[src/rtl/wrr_arb_pkg.sv]
// Shared types and helpers for the weighted round-robin arbiter.
// Provides the FSM state encoding and the round-robin mask generator.
package wrr_arb_pkg;

  typedef enum logic [0:0] {
    IDLE  = 1'b0,
    GRANT = 1'b1
  } state_e;

  localparam int unsigned MASK_MAX_W = 64;

  // Ones strictly above idx, limited to the low n bits; zero when idx is the top index.
  function automatic logic [MASK_MAX_W-1:0] mask_after(input int unsigned idx, input int unsigned n);
    logic [MASK_MAX_W-1:0] ones_v;
    ones_v = '1;
    return (ones_v << (idx + 32'd1)) & ~(ones_v << n);
  endfunction

endpackage

[src/rtl/wrr_arb_lsb_pick.sv]
// Combinational lowest-set-bit picker: returns a one-hot vector of the
// least significant set bit of req, or zero when req is zero.
module lsb_pick
  import wrr_arb_pkg::*;
#(
  parameter int N = 4
) (
  input  logic [N-1:0] req,
  output logic [N-1:0] pick
);

  assign pick = req & (~req + {{(N-1){1'b0}}, 1'b1});

endmodule

[src/rtl/wrr_arb.sv]
// Weighted round-robin arbiter with registered one-hot grant; a winner keeps
// the grant for up to weight+1 accepted beats before it rotates onward.
module wrr_arb
  import wrr_arb_pkg::*;
#(
  parameter  int N     = 4,
  parameter  int WGT_W = 3,
  localparam int IDX_W = $clog2(N)
) (
  input  logic               clk,
  input  logic               reset_n,
  input  logic [N-1:0]       req_i,
  input  logic [N*WGT_W-1:0] weight_i,
  input  logic               beat_i,
  output logic [N-1:0]       gnt_o,
  output logic               gnt_vld_o,
  output logic [IDX_W-1:0]   gnt_idx_o,
  output logic [WGT_W-1:0]   credit_o
);

  state_e            state_r;
  logic [N-1:0]      gnt_r;
  logic [N-1:0]      mask_r;
  logic              gnt_vld_r;
  logic [IDX_W-1:0]  idx_r;
  logic [WGT_W-1:0]  credit_r;

  logic [N-1:0]      masked_s;
  logic [N-1:0]      pick_m_s;
  logic [N-1:0]      pick_r_s;
  logic [N-1:0]      pick_s;
  logic [N-1:0]      next_mask_s;
  logic [IDX_W-1:0]  pick_idx_s;
  logic [WGT_W-1:0]  wgt_s [N];
  logic [WGT_W-1:0]  pick_wgt_s;
  logic              any_req_s;
  logic              release_s;

  assign masked_s = req_i & mask_r;

  lsb_pick #(.N(N)) u_pick_masked (
    .req  (masked_s),
    .pick (pick_m_s)
  );

  lsb_pick #(.N(N)) u_pick_raw (
    .req  (req_i),
    .pick (pick_r_s)
  );

  // Unpack the flat weight bus into per-requester fields.
  always_comb begin
    for (int i = 0; i < N; i++) begin
      wgt_s[i] = weight_i[i*WGT_W +: WGT_W];
    end
  end

  // Round-robin pick, its index, weight and the mask that follows it; release decision.
  always_comb begin
    pick_s     = {N{1'b0}};
    pick_idx_s = {IDX_W{1'b0}};
    if (|masked_s) begin
      pick_s = pick_m_s;
    end else begin
      pick_s = pick_r_s;
    end
    for (int i = 0; i < N; i++) begin
      pick_idx_s = pick_idx_s | (pick_s[i] ? IDX_W'(i) : {IDX_W{1'b0}});
    end
    pick_wgt_s  = wgt_s[pick_idx_s];
    next_mask_s = N'(mask_after(32'(pick_idx_s), 32'(N)));
    any_req_s   = |req_i;
    // Only the current holder's request and the beat/credit pair can end a grant.
    release_s   = !req_i[idx_r] || (beat_i && (credit_r == {WGT_W{1'b0}}));
  end

  // Grant FSM with credit counter and rotating priority mask.
  always_ff @(posedge clk or negedge reset_n) begin
    if (!reset_n) begin
      state_r   <= IDLE;
      gnt_r     <= {N{1'b0}};
      gnt_vld_r <= 1'b0;
      idx_r     <= {IDX_W{1'b0}};
      credit_r  <= {WGT_W{1'b0}};
      mask_r    <= {N{1'b0}};
    end else begin
      case (state_r)
        IDLE: begin
          if (any_req_s) begin
            state_r   <= GRANT;
            gnt_r     <= pick_s;
            gnt_vld_r <= 1'b1;
            idx_r     <= pick_idx_s;
            credit_r  <= pick_wgt_s;
            mask_r    <= next_mask_s;
          end
        end
        GRANT: begin
          if (release_s && any_req_s) begin
            gnt_r     <= pick_s;
            gnt_vld_r <= 1'b1;
            idx_r     <= pick_idx_s;
            credit_r  <= pick_wgt_s;
            mask_r    <= next_mask_s;
          end else if (release_s) begin
            state_r   <= IDLE;
            gnt_r     <= {N{1'b0}};
            gnt_vld_r <= 1'b0;
            idx_r     <= {IDX_W{1'b0}};
            credit_r  <= {WGT_W{1'b0}};
          end else if (beat_i) begin
            credit_r  <= credit_r - WGT_W'(1);
          end
        end
        default: begin
          state_r   <= IDLE;
          gnt_r     <= {N{1'b0}};
          gnt_vld_r <= 1'b0;
          idx_r     <= {IDX_W{1'b0}};
          credit_r  <= {WGT_W{1'b0}};
          mask_r    <= {N{1'b0}};
        end
      endcase
    end
  end

  assign gnt_o     = gnt_r;
  assign gnt_vld_o = gnt_vld_r;
  assign gnt_idx_o = idx_r;
  assign credit_o  = credit_r;

endmodule

[config.mk]
export PLATFORM = sky130hd
export DESIGN_NAME = wrr_arb
export DESIGN_NICKNAME = d
export VERILOG_FILES = /design/src/rtl/wrr_arb_pkg.sv /design/src/rtl/wrr_arb_lsb_pick.sv /design/src/rtl/wrr_arb.sv
export SDC_FILE = /design/constraint.sdc
export NUM_CORES = 1
export LEC_CHECK = 0
export ABC_AREA = 0
export BUFFER_PORTS_ARGS = -buffer_cell sky130_fd_sc_hd__buf_4
export CORE_MARGIN = 2
export CORE_UTILIZATION = 40
export DETAILED_ROUTE_END_ITERATION = 7
export PLACE_DENSITY = 0.66
export SYNTH_ARGS = -nofsm -noshare
export SYNTH_HDL_FRONTEND = slang
export SYNTH_HIERARCHICAL = 1
export SYNTH_SLANG_ARGS = --single-unit
[constraint.sdc]
create_clock -name clk -period 2.6 [get_ports clk]
set_clock_uncertainty 0.15 [all_clocks]
set_input_delay 0.13 -clock clk [delete_from_list [all_inputs] [get_ports clk]]
set_output_delay 0.13 -clock clk [all_outputs]
set_load 0.05 [all_outputs]
Word level (Yosys, flattened, before mapping)
Cells that the tools add are included.

cells by class
  bitwise gates (word level) = 9
  shifts and indexed selects = 1
  reduce and logical (&&, ||, !) cells = 10
  equal/unequal tests = 4
  muxes and demuxes = 33
  $lt $le $gt $ge = 2
  $add $sub $neg = 4

operators with widths
  kind                  count
  $shl 64x3->4 const A  1
  $mux 4                6
  $mux 3                6
  $pmux 4 s2            2
  $and 4x4->4           3
  $mux 2                5
  $add 4x1->4 const B   2
  $mux 1                8
  $not 4->4             2
  $reduce_or 4->1       2
  $bmux 3 s2            1
  $pmux 3 s2            1
  $reduce_and 2->1      3
  $ne 4x2->1 const B    1
  $pmux 1 s2            2
  $pmux 2 s2            1
  $add 2x1->3 const B   1
  $ge 3x3->1 const B    1
  $logic_not 3->1       1
  $lt 2x3->1 const B    1
  $ne 3x1->1 const B    1
  $not 2->3             1
  $sub 3x1->3 const B   1
  $bmux 1 s2            1
  8 further kinds       9

word-level totals
  logic and storage cells = 69
  bits in registers = 15
  output and inout bits = 10
  bits of input ports = 19

Depth between registers and ports, before layout
Gate-level depths: netlist of run 1.

  depth after elaboration = 14
  mapped depth = 9
  mapped depth without buffers = 8

Cells and area by module
The synthesis of run 1 kept the hierarchy.

by module, submodules not included
  module    area each (um^2)  times used  seq. area each (um^2)  cells each
  wrr_arb   1012.2            1           375.4                  109
  lsb_pick  36.3              2           0.0                    4

Worst setup path after synthesis of run 1
Ideal clock, no wire load.

  path type = register to register
  from = register idx_r[1] (netlist: gnt_idx_o[1])
  to = register credit_r[0] (netlist: credit_o[0])
  data required time = 2.354 ns
  buffers on the path = 0
  stages on the path, launching flop included = 6
  library setup time = 0.096 ns
  arrival time = 1.889 ns
  clock period less this slack = 2.134 ns
  path slack = 0.466 ns
  cell sequence = dfrtp_1 > mux4_2 > nand3_2 > nand2_2 > o221a_1 > a311oi_2

on the way
  cells in the longest elaborated chain, start to end = 7
  elaborated cells between the ends (all ways) = 10
  those cells by class = 1 x eq/ne; 5 x mux; 4 x reduce/logical

RTL lines
  item                                                   line                           source
  start: declaration                                     wrr_arb.sv:25                  logic [IDX_W-1:0] idx_r;
  start signal: assignment                               wrr_arb.sv:83                  idx_r <= {IDX_W{1'b0}};
  start signal: assignment                               wrr_arb.sv:93                  idx_r <= pick_idx_s;
  start signal: assignment                               wrr_arb.sv:102                 idx_r <= pick_idx_s;
  $bmux 1 s2 *                                           wrr_arb.sv:74                  release_s = !req_i[idx_r] || (beat_i && (credit_r == {WGT_W{1'b0}}));
  $mux 1 (implied by the code) *                         wrr_arb.sv:74
  $logic_not 1->1 *                                      wrr_arb.sv:74
  $logic_or 1x1->1 *                                     wrr_arb.sv:74
  $mux 3 / $logic_and 1x1->1 (equally long branches)     wrr_arb.sv:105, wrr_arb.sv:99
  $mux 3 / $ne 4x2->1 (equally long branches)            --
  $pmux 3 s2 / $reduce_and 2->1 (equally long branches)  --
  end signal: assignment                                 wrr_arb.sv:94                  credit_r <= pick_wgt_s;
  end signal: assignment                                 wrr_arb.sv:103                 credit_r <= pick_wgt_s;
  end signal: assignment                                 wrr_arb.sv:110                 credit_r <= {WGT_W{1'b0}};
  end: declaration                                       wrr_arb.sv:26                  logic [WGT_W-1:0] credit_r;

Mark *: on every way between the ends. The rest lies on a longest branch, timed or not. The select of a mux whose other input is x is not followed.
A chain may end at the register's enable or synchronous reset.

Final worst setup path of run 1
  from = register mask_r[0]
  to = register credit_r[0] (netlist: credit_o[0])

on the way
  elaborated cells between the ends (all ways) = 18
  those cells by class = 1 x add/sub; 10 x mux; 6 x bitwise; 1 x reduce/logical

RTL lines
  item                                          line                          source
  start: declaration                            wrr_arb.sv:23                 logic [N-1:0] mask_r;
  start signal: assignment                      wrr_arb.sv:85                 mask_r <= {N{1'b0}};
  start signal: assignment                      wrr_arb.sv:95                 mask_r <= next_mask_s;
  start signal: assignment                      wrr_arb.sv:104                mask_r <= next_mask_s;
  $and 4x4->4 *                                 wrr_arb.sv:39                 assign masked_s = req_i & mask_r;
  net masked_s[0]                               wrr_arb.sv:28                 logic [N-1:0] masked_s;
  $not 4->4 *                                   wrr_arb_lsb_pick.sv:12        assign pick = req & (~req + {{(N-1){1'b0}}, 1'b1});
  $add 4x1->4 *                                 wrr_arb_lsb_pick.sv:12
  $and 4x4->4 *                                 wrr_arb_lsb_pick.sv:12
  net pick_m_s[3]                               wrr_arb.sv:29                 logic [N-1:0] pick_m_s;
  $mux 4 *                                      wrr_arb.sv:62                 if (|masked_s) begin
  $mux 2 *                                      wrr_arb.sv:68                 pick_idx_s = pick_idx_s | (pick_s[i] ? IDX_W'(i) : {IDX_W{1'b0}});
  $or 2x2->2 *                                  wrr_arb.sv:68
  $not 2->3 (implied by the code) *             wrr_arb.sv:70                 pick_wgt_s = wgt_s[pick_idx_s];
  $bmux 3 s2 *                                  wrr_arb.sv:70
  $mux 3 (implied by the code) * (2 in series)  wrr_arb.sv:70
  $mux 3 (on tied branches)                     wrr_arb.sv:99, wrr_arb.sv:89
  $pmux 3 s2 *                                  wrr_arb.sv:87                 case (state_r)
  end signal: assignment                        wrr_arb.sv:84                 credit_r <= {WGT_W{1'b0}};
  end signal: assignment                        wrr_arb.sv:94
  end signal: assignment                        wrr_arb.sv:103

The timed path passes the listed nets; every way through them passes the cells marked *. The select of a mux whose other input is x is not followed.

==> impl_results.md, run 1 <==
- Status: finished, final reports clean
- RSZ-0062 raised after global routing: no
- Sequential share of the synthesized area: 0.346
- Synth cell types: 34
- Cell internal pwr: 0.746 mW
- Root buffer cell: clkbuf_4
- Area of the multi-input gates: 659 sq um
- Arrival time of the worst setup path: 2120 ps
- Setup violations, final: 0
- Fin. max-slew vios: 0
- Fillers: between 200 and 250
- Fmax achieved: 473 MHz
- Site Rows: 18
- Static Leak: 0.621 nW
- Top cells by count, synth: 18 x nand2_1, 15 x dfrtp_1, 14 x mux2i_1
- Initial cell density of the core: 0.430
- Net Sw Frac: 0.499
- Logic gate share of total power: 0.641
- R2R Setup Slk: 490 ps
- Die X: 56.1 um
- Synth area leaders: dfrtp_1 35%, mux2i_1 13%, nand2_1 6.2%
- Detailed Route WL: 2.53 mm
- Max_cap viols: 0
- CTS Hold Buffers Added: 1
- Final net count: 169
- Post-CTS setup buffers: 0
- CP Depth: 6
- Reg power frac: 0.265
- PwrDens: 1100 nW/um^2
- Synth top area share: 0.346
- Crit Path Max Fanout: 4
- Maximum VDD drop: 727 uV
- Largest net degree at the start of global routing: 16
- Most frequent CP cell: mux2i_1
- Vias in the first global route: 936
- YS warnings: 6
- Via-to-Cell Ratio: between 5 and 6
- Post-synthesis net count: around 140
- Count of state elements after synthesis: 15
- Core area: 2520 sq um
- DRC viols: 0
- Post-route design area: 1360 sq um
- CP Class: reg -> reg
- Ys flop type: dfrtp_1
- Crit path time final: approximately 2100 ps
- Io pins: 29
- Fin. Hold Viols: 0
- Post-Syn Instances: 117
- Max incr delay on CP: 410 ps
- GR Overflow Total: 0
- # diodes: 0
- Mapped Area: 1080 sq um
- Critical Path RT: 2600 ps
- Worst slew pin tran: between 400 and 500 ps
- Final RePlAce weighted congestion: 0.847
- Avg Cell Area, Syn: approximately 9 sq um
- Worst Hold Class: in -> reg
- Post-DRT Antenna Nets: 0
- Placed Instances: 172
- CTS tree: built
- Slew Limit Headroom: 0.690
- Clock tree buffer depth: 2
- Worst setup margin: 486 ps
- CTS resizes: 0
- Final Non-Filler Cells: 177
- Share of layout cells above drive strength 1: 0.293
- Final core occ: 0.538
- Pre-Repair DR Iteration Count: 4
- Net Switching: approximately 0.74 mW
- Area grow syn2layout: 25.1%
- Delay-heaviest family, CP: simple AND/OR/NAND/NOR gates
- Die ar.: 3140 sq um
- Critical path endpoint category: flip-flop
- Number of enable flip-flop cells after synthesis: 0
- Num CTS Buffers: 3
- Critical path launch point: mask_r[0]$_DFFE_PN0P_
- Die H: ~56 um
- WP buf/inv: 0
- Reg area: 375 sq um
- Setup TNS: 0 ps
- Starting DRC count in detailed routing: 26
- Reg2reg start: mask_r[0]$_DFFE_PN0P_
- RR Endpoint: credit_o[0]$_DFFE_PN0P_
- Clock Power Share: 0.094
- Dpl cell area: 1320 sq um
- Dpl ws: approximately 490 ps
- Fin crit share: 0.813
- Port buffer count: 28
- Most frequent cell after synthesis: nand2_1
- Startpoint types: flip-flop
- Post-synth top area cell: dfrtp_1
- CTS H-Tree Depth: 1
- CP max stage cell: dfrtp_1
- Initial antenna violation count: 0
- Clock Sinks: 15
- GR Util All Layers: 0.167
- Last element of the critical path: credit_o[0]$_DFFE_PN0P_
- First-pass GRT wire length: about 4.2 mm
- Routed wire per std cell: about 14 um
- Clock transition at path regs: 100 ps
- Vias: 992
- Clock network latency to the later pin of the worst-skew pair: 290 ps
- Async SR Flop Fraction: 1.00
- Detailed Place HPWL: 2.01 mm
- Worst path cell trace: and2_1 > nor4b_2 > nor2_1 > mux2i_1 > mux2i_1 > a311oi_2
- Reg2Reg Depth: 6
[state kept, by name (all words and copies together) (netlist names)]
name	flops
gnt_vld_o	1
state_r	1
credit_o	3
gnt_o	4
mask_r	4
gnt_idx_o	2
[power by group through the flow]
stage          combinational, mW  clock (mW)  sequential (mW)
4_1_cts                    0.965       0.140            0.396
5_1_grt                     1.04       0.154            0.405
6_report                   0.955       0.139            0.395
3_5_place_dp               0.960           0            0.402
2_1_floorplan              0.477           0            0.629
3_3_place_gp               0.955           0            0.397
[cell usage in the layout, fill, tap and decap left out, types with 2 or more instances in the layout]
| cell type | synthesis | final |
|---|---|---|
| and2_1 | 2 | 2 |
| o32a_1 | 2 | 2 |
| nor4b_2 | 2 | 2 |
| nor2_1 | 8 | 8 |
| nor3b_1 | 2 | 2 |
| nand3b_1 | 2 | 2 |
| a31oi_1 | 2 | 2 |
| nand2_1 | 18 | 18 |
| inv_1 | 6 | 6 |
| nand3_2 | 2 | 2 |
| o211ai_1 | 4 | 4 |
| buf_4 | 2 | 30 |
| mux2i_1 | 14 | 14 |
| a2bb2oi_1 | 4 | 4 |
| ha_1 | 2 | 2 |
| dfrtp_1 | 15 | 15 |
| a21oi_1 | 6 | 6 |
| nor2b_1 | 4 | 4 |
| o21ai_0 | 4 | 4 |
| clkbuf_4 | 0 | 3 |
[per-layer routing]
layer  vias up  share of wire  global-route usage
met2        35           0.45               0.262
li1        489              -                   -
met3         2          0.052              0.0186
met1       466           0.49               0.227
met4         0          0.011              0.0816
met5         -              0                   0
[stage by stage]
stage / hold slack [ps] / total power, mW
detailed placement: -151 / 1.36
global placement: -155 / 1.35
CTS: 55.9 / 1.50
global route: 77.2 / 1.60
finish: 56.1 / 1.49
floorplan: -316 / 1.11
[cell type report]
cell class              count  area share
inverters                   6      0.0166
multi-input cells          91       0.486
repair buffers             31       0.173
well taps                  30      0.0276
clock inverters             1     0.00369
flip-flops and latches     15       0.276
clock buffers               3      0.0166
[worst register-to-register path: stages (launching register included)]
cell      delay (ps)
dfrtp_1          410
and2_1           210
nor4b_2          400
nor2_1           120
mux2i_1          330
mux2i_1          260
a311oi_2         120
[cell families after synthesis]
| kind of cell | Yosys count | share of synthesized area |
|---|---|---|
| AOI/OAI and AO/OA | 31 | 0.213 |
| adders and majority gates | 2 | 0.0231 |
| buffers and inverters | 11 | 0.0461 |
| DFF | 15 | 0.346 |
| muxes | 15 | 0.150 |
| and+or+nand+nor | 43 | 0.221 |
[how the worst min path moves through the flow]
| stage | from | to | cells after the start |
|---|---|---|---|
| final | req_i[3] | state_r$_DFF_PN0_ | 3 |
| after detailed placement | reset_n | gnt_o[1]$_DFFE_PN0P_ | 1 |
| after global routing | reset_n | gnt_idx_o[1]$_DFFE_PN0P_ | 2 |
| after CTS | req_i[3] | state_r$_DFF_PN0_ | 3 |
| after global placement | reset_n | mask_r[2]$_DFFE_PN0P_ | 1 |
| after floorplan | reset_n | credit_o[0]$_DFFE_PN0P_ | 0 |
(Power assumes the default switching activity.)
==> run 2, diff against run 1 <==
--- a/config.mk
+++ b/config.mk
@@ -10,7 +10,7 @@
 export CORE_MARGIN = 2
 export CORE_UTILIZATION = 40
 export DETAILED_ROUTE_END_ITERATION = 7
-export PLACE_DENSITY = 0.66
+export PLACE_DENSITY = 0.69
 export SYNTH_ARGS = -nofsm -noshare
 export SYNTH_HDL_FRONTEND = slang
 export SYNTH_HIERARCHICAL = 1
==> constraint.sdc (replaced) <==
create_clock -name clk -period 1.85 [get_ports clk]
set_clock_uncertainty 0.15 [all_clocks]
set_input_delay 0.0925 -clock clk [delete_from_list [all_inputs] [get_ports clk]]
set_output_delay 0.0925 -clock clk [all_outputs]
set_load 0.05 [all_outputs]
==> impl_results.md, run 2 (synthesis results as in run 1) <==
- Status: finished, violations left
- Failing checks: negative setup slack
- Share of layout cells above drive strength 1: 0.438 (+0.145)
- Pre-Repair DR Iteration Count: 5 (+1)
- Detailed Route WL: 2.86 mm (+13%)
- Io pins: 29 (unchanged)
- Root buffer cell: clkbuf_4
- Core area: 2520 sq um (unchanged)
- Worst slew pin tran: 537 ps (+73.7 ps)
- GR Overflow Total: 0 (unchanged)
- Largest net degree at the start of global routing: 16 (unchanged)
- Routed wire per std cell: 15.0 um (+5.4%)
- Arrival time of the worst setup path: 1980 ps (-140 ps)
- Clock Sinks: 15 (unchanged)
- Num CTS Buffers: 3 (unchanged)
- PwrDens: 1540 nW/um^2 (+40%)
- Commonest non-fill, non-tap cells in the layout: 42 x buf_4, 16 x nand2_1, 12 x mux2i_1, 12 x dfrtp_1, 7 x nor2_1
- Reg2Reg Depth: 8 (+2)
- Max_cap viols: 0 (unchanged)
- Placed Instances: 185 (+7.6%)
- Detailed Place HPWL: 2.30 mm (+14%)
- Crit path time final: 1960 ps (-155 ps)
- CP Class: reg -> reg
- Starting DRC count in detailed routing: 21 (-19%)
- Area of the multi-input gates: 733 sq um (+11%)
- Site Rows: 18 (unchanged)
- Slew Limit Headroom: 0.641 (-0.0491)
- Initial cell density of the core: 0.430 (unchanged)
- Dpl cell area: 1460 sq um (+10%)
- Clock transition at path regs: 90 ps (about the same)
- Critical Path RT: 1870 ps (-730 ps)
- Die ar.: 3140 sq um (unchanged)
- Fillers: 223 (-5.5%)
- Vias: 1055 (+6.4%)
- Critical path endpoint category: flip-flop
- Reg area: 379 sq um (+1.0%)
- Die H: 56.1 um (unchanged)
- Worst setup margin: -109 ps (-595 ps)
- Crit Path Max Fanout: 7 (+3)
- DRC viols: 0 (unchanged)
- Fin. max-slew vios: 0 (unchanged)
- GR Util All Layers: 0.197 (+0.0297)
- Post-route design area: 1540 sq um (+13%)
- Area grow syn2layout: 41.5%
- Maximum VDD drop: 938 uV (+29%)
- WHS Path Cells: 3 (unchanged)
- Vias in the first global route: 1108 (+18%)
- Initial antenna violation count: 0 (unchanged)
- Final net count: 182 (+7.7%)
- Final RePlAce weighted congestion: 0.827 (-2.3%)
- CTS tree: built
- Post-DRT Antenna Nets: 0 (unchanged)
- Worst Hold Class: in -> reg
- Setup TNS: -276 ps (-276 ps)
- Port buffer count: 28 (unchanged)
- # diodes: 0 (unchanged)
- Fin. Hold Viols: 0 (unchanged)
- Fmax achieved: 510 MHz (+7.9%)
- Setup violations, final: 3 (+3)
- Clock network latency to the later pin of the worst-skew pair: 270 ps (-20 ps)
- Static Leak: 0.692 nW (+11%)
- RSZ-0062 raised after global routing: yes
- Most common cell after layout, fill and taps aside: buf_4
- CTS H-Tree Depth: 1 (unchanged)
- First-pass GRT wire length: 4.87 mm (+17%)
- Startpoint types: flip-flop
- Final Non-Filler Cells: 190 (+7.3%)
- Via-to-Cell Ratio: 5.55 (-0.93%)
- Fin crit share: 1.06 (+0.246)
- Clock tree buffer depth: 2 (unchanged)
- Die X: 56.1 um (unchanged)
[run 2: cell count changes in the layout (fill, tap and decap cells not counted), sizes merged]
cell    delta
buf       +13
clkbuf     +1
clkinv     -1
[run 2: report_power, final]
group          switching (mW)  internal, mW  leakage, nW
Sequential             0.0916         0.468        0.176
Clock                   0.104        0.0834       0.0150
Combinational           0.925         0.688        0.501
[run 2: worst paths after layout]
check | startpoint | to | slack, ps
setup / recovery | mask_r[0]$_DFFE_PN0P_ | credit_o[2]$_DFFE_PN0P_ | -110
hold / removal | req_i[3] | state_r$_DFF_PN0_ | 10
setup reg to reg | mask_r[0]$_DFFE_PN0P_ | credit_o[2]$_DFFE_PN0P_ | -110
hold reg to reg | gnt_vld_o$_DFFE_PN0P_ | gnt_vld_o$_DFFE_PN0P_ | 330
max in group asynchronous | reset_n | credit_o[1]$_DFFE_PN0P_ | 1310
min in group asynchronous | reset_n | mask_r[2]$_DFFE_PN0P_ | 50
[run 2: critical path, cell delays in order (launching register included)]
cell	delay (ps)
dfrtp_1	390
and2_4	160
nor3b_4	220
buf_6	170
mux2i_4	240
a2bb2oi_2	70
o211ai_1	90
a21oi_1	80
o32a_1	280
[run 2: area by class of cell]
cell class,count,area share
multi-input cells,91,0.478
flip-flops and latches,15,0.247
repair buffers,44,0.219
well taps,30,0.0244
clock buffers,4,0.0171
inverters,6,0.0147
[run 2: timing repair]
item                       4_1_cts  5_1_grt
resized for setup                0        7
pin swaps                       10        5
setup endpoints to repair        3        9
buffers inserted                 0        0
hold buffers                     1        0
hold endpoints to repair        15        0
[run 2: stage by stage]
step	total power, mW	worst slack, ps	hold slack, ps	utilization
6_report	2.36	-109	13.6	0.609
5_1_grt	2.56	-264	27.6	0.609
4_1_cts	2.32	-91.4	12.2	0.592
3_5_place_dp	2.13	-120	-188	0.578
3_3_place_gp	2.09	-65.1	-191	0.578
2_1_floorplan	1.62	-78.3	-353	-
[run 2: layer usage]
layer	GRT usage	share of wire
met1	0.238	0.45
met2	0.356	0.50
met3	0.0186	0.037
met4	0.0748	0.017
met5	0	0
==> run 3, diff against run 2 <==
--- a/config.mk
+++ b/config.mk
@@ -5,12 +5,13 @@
 export SDC_FILE = /design/constraint.sdc
 export NUM_CORES = 1
 export LEC_CHECK = 0
-export ABC_AREA = 0
+export ABC_AREA = 1
 export BUFFER_PORTS_ARGS = -buffer_cell sky130_fd_sc_hd__buf_4
 export CORE_MARGIN = 2
 export CORE_UTILIZATION = 40
 export DETAILED_ROUTE_END_ITERATION = 7
 export PLACE_DENSITY = 0.69
+export SKIP_CTS_REPAIR_TIMING = 1
 export SYNTH_ARGS = -nofsm -noshare
 export SYNTH_HDL_FRONTEND = slang
 export SYNTH_HIERARCHICAL = 1
==> impl_results.md, run 3 <==
- Setup violations, final: 0 (-3)
- DRC viols: 0 (unchanged)
- Fin. max-slew vios: 0 (unchanged)
- Commonest non-fill, non-tap cells in the layout: 41 x nand2_1, 35 x inv_1, 32 x buf_4
- Area of the multi-input gates: 618 sq um (-16%)
- Crit path time final: 1740 ps (-224 ps)
- Final RePlAce weighted congestion: 0.767 (-7.3%)
- Mapped Area: 1130 sq um (+4.0%)
- GR Util All Layers: 0.170 (-0.0267)
- Post-Syn Instances: 168 (+44%)
- Via-to-Cell Ratio: 4.73 (-15%)
- Root buffer cell: clkbuf_4
- Detailed Route WL: 2.62 mm (-8.3%)
- Max_cap viols: 0 (unchanged)
- Critical Path RT: 1870 ps (about the same)
- Number of enable flip-flop cells after synthesis: 0 (unchanged)
- Reg2reg start: mask_r[2]$_DFFE_PN0P_
- PwrDens: 1770 nW/um^2 (+15%)
- Final core occ: 0.538 (-0.0703)
- Startpoint types: flip-flop
- Slew Limit Headroom: 0.813 (+0.172)
- Core area: 2710 sq um (+7.4%)
- Post-DRT Antenna Nets: 0 (unchanged)
- Top cells by count, synth: 43 x nand2_1, 35 x inv_1, 25 x nor2_1
- Post-synth top area cell: dfrtp_1
- Area grow syn2layout: 29.3%
- Die ar.: 3260 sq um (+3.7%)
- Synth top area share: 0.333 (-0.0134)
- Reg area: 378 sq um (-0.33%)
- Last element of the critical path: credit_o[2]$_DFFE_PN0P_
- Critical path endpoint category: flip-flop
- Reg2Reg Depth: 14 (+6)
- Most frequent cell after synthesis: nand2_1
- Routed wire per std cell: 11.3 um (-25%)
- Fin. Hold Viols: 0 (unchanged)
- Clock Sinks: 15 (unchanged)
- Async SR Flop Fraction: 1.00 (unchanged)
- Clock tree buffer depth: 2 (unchanged)
- Share of layout cells above drive strength 1: 0.317 (-0.121)
- Avg Cell Area, Syn: 6.72 sq um (-28%)
- Critical path launch point: mask_r[2]$_DFFE_PN0P_
- Fin crit share: 0.938 (-0.121)
- Largest net degree at the start of global routing: 16 (unchanged)
- Post-synthesis net count: 189 (+37%)
- Die X: 57.1 um (+1.9%)
- Maximum VDD drop: 1040 uV (+11%)
- RR Endpoint: credit_o[2]$_DFFE_PN0P_
- First-pass GRT wire length: 4.35 mm (-11%)
- CTS tree: built
- Clock network latency to the later pin of the worst-skew pair: 280 ps (about the same)
- Ys flop type: dfrtp_1
- Arrival time of the worst setup path: 1760 ps (-220 ps)
- Synth area leaders: dfrtp_1 33%, nand2_1 14%, inv_1 12%
- Static Leak: 0.837 nW (+21%)
- Final net count: 224 (+23%)
- Pre-Repair DR Iteration Count: 4 (-1)
- Fmax achieved: 576 MHz (+13%)
- R2R Setup Slk: 110 ps (+220 ps)
- Clock transition at path regs: 90 ps (about the same)
- # diodes: 0 (unchanged)
- Count of state elements after synthesis: 15 (unchanged)
- Worst slew pin tran: 277 ps (-260 ps)
- Status: finished, final reports clean
- Initial cell density of the core: 0.416 (-0.0136)
- Initial antenna violation count: 0 (unchanged)
- Die H: 57.1 um (+1.9%)
- Vias: 1101 (+4.4%)
- Synth cell types: 22 (-35%)
- YS warnings: 6 (unchanged)
- Vias in the first global route: 1030 (-7.0%)
- Most common cell after layout, fill and taps aside: nand2_1
- Crit Path Max Fanout: 9 (+2)
- Fillers: 273 (+22%)
- Hold WS: 38.2 ps (+24.5 ps)
- Sequential share of the synthesized area: 0.333 (-0.0134)
- Worst Hold Class: in -> async
- Detailed Place HPWL: 2.11 mm (-8.1%)
- Io pins: 29 (unchanged)
- CP Class: reg -> reg
- Num CTS Buffers: 3 (unchanged)
- GR Overflow Total: 0 (unchanged)
- Site Rows: 19 (+1)
- CTS H-Tree Depth: 1 (unchanged)
- Port buffer count: 28 (unchanged)
- Starting DRC count in detailed routing: 38 (+81%)
==> run 3: cell count changes after synthesis, sizes merged, moves of 3 or more <==
| cell | previous run | this run |
|---|---|---|
| nor2b | 4 | 0 |
| nor2 | 8 | 26 |
| o21ai | 5 | 9 |
| mux2i | 14 | 1 |
| a21oi | 6 | 3 |
| nand3 | 2 | 8 |
| inv | 6 | 39 |
| o211ai | 4 | 0 |
| nand2 | 19 | 56 |
| a2bb2oi | 4 | 0 |
==> run 3: area by class of cell <==
cell class                 instances  share of cell area
tap                               31              0.0266
inverter                          39               0.100
timing repair buffer              33               0.172
clock buffer                       3              0.0154
sequential                        15               0.259
multi-input combinational        111               0.424
clock inverter                     1             0.00343
==> run 3: per-layer routing <==
layer | up-vias | GRT usage | wire [um]
met5 | - | 0 | 0
li1 | 570 | - | -
met4 | 0 | 0.0598 | 30
met1 | 500 | 0.219 | 1210
met3 | 4 | 0.0340 | 120
met2 | 27 | 0.284 | 1270
==> run 3: cell families after synthesis <==
| family | count (synthesis) | share of synthesized area |
|---|---|---|
| AOI/OAI and AO/OA | 16 | 0.0943 |
| adders and majority gates | 2 | 0.0222 |
| buffers and inverters | 42 | 0.150 |
| DFF | 15 | 0.333 |
| muxes | 1 | 0.00887 |
| and+or+nand+nor | 92 | 0.392 |
==> run 3: worst min path at each step <==
stage               slack [ps]                 endpoint    start  cells past startpoint
floorplan                 -350  credit_o[0]$_DFFE_PN0P_  reset_n                      0
global placement          -190     gnt_o[0]$_DFFE_PN0P_  reset_n                      1
detailed placement        -190     gnt_o[0]$_DFFE_PN0P_  reset_n                      1
CTS                       -500    gnt_vld_o$_DFFE_PN0P_  reset_n                      1
global route                50        state_r$_DFF_PN0_  reset_n                      2
finish                      40    mask_r[2]$_DFFE_PN0P_  reset_n                      2
==> run 3: where the power goes <==
group / internal [mW] / switching [mW] / leakage (nW)
logic: 0.629 / 1.19 / 0.641
clock network: 0.0803 / 0.109 / 0.0177
registers: 0.476 / 0.102 / 0.178
==> run 3: worst max-delay path, cell delays in order, from the launching register on <==
cell and delay (ps):
dfrtp_1 410, nand2_2 110, inv_1 50, inv_1 60, nand2_1 50, nor2_1 100
inv_1 60, o21ai_2 80, nand2_4 130, nand2_8 120, nand2_1 60, nand3_1 70
nand2_1 60, nand2_1 70, a21oi_2 50
==> run 3: per-stage QoR <==
stage / area (sq um) / setup slack [ps] / setup TNS [ps] / total power [mW] / std cells
after detailed placement: 1370 / 101 / 0 / 2.31 / 226
after CTS: 1400 / 57.6 / 0 / 2.52 / 230
final: 1460 / 115 / 0 / 2.59 / 233
after floorplan: 1130 / 48.2 / 0 / 1.86 / 168
after global routing: 1460 / -48.0 / -85.2 / 2.81 / 233
after global placement: 1370 / 132 / 0 / 2.28 / 226
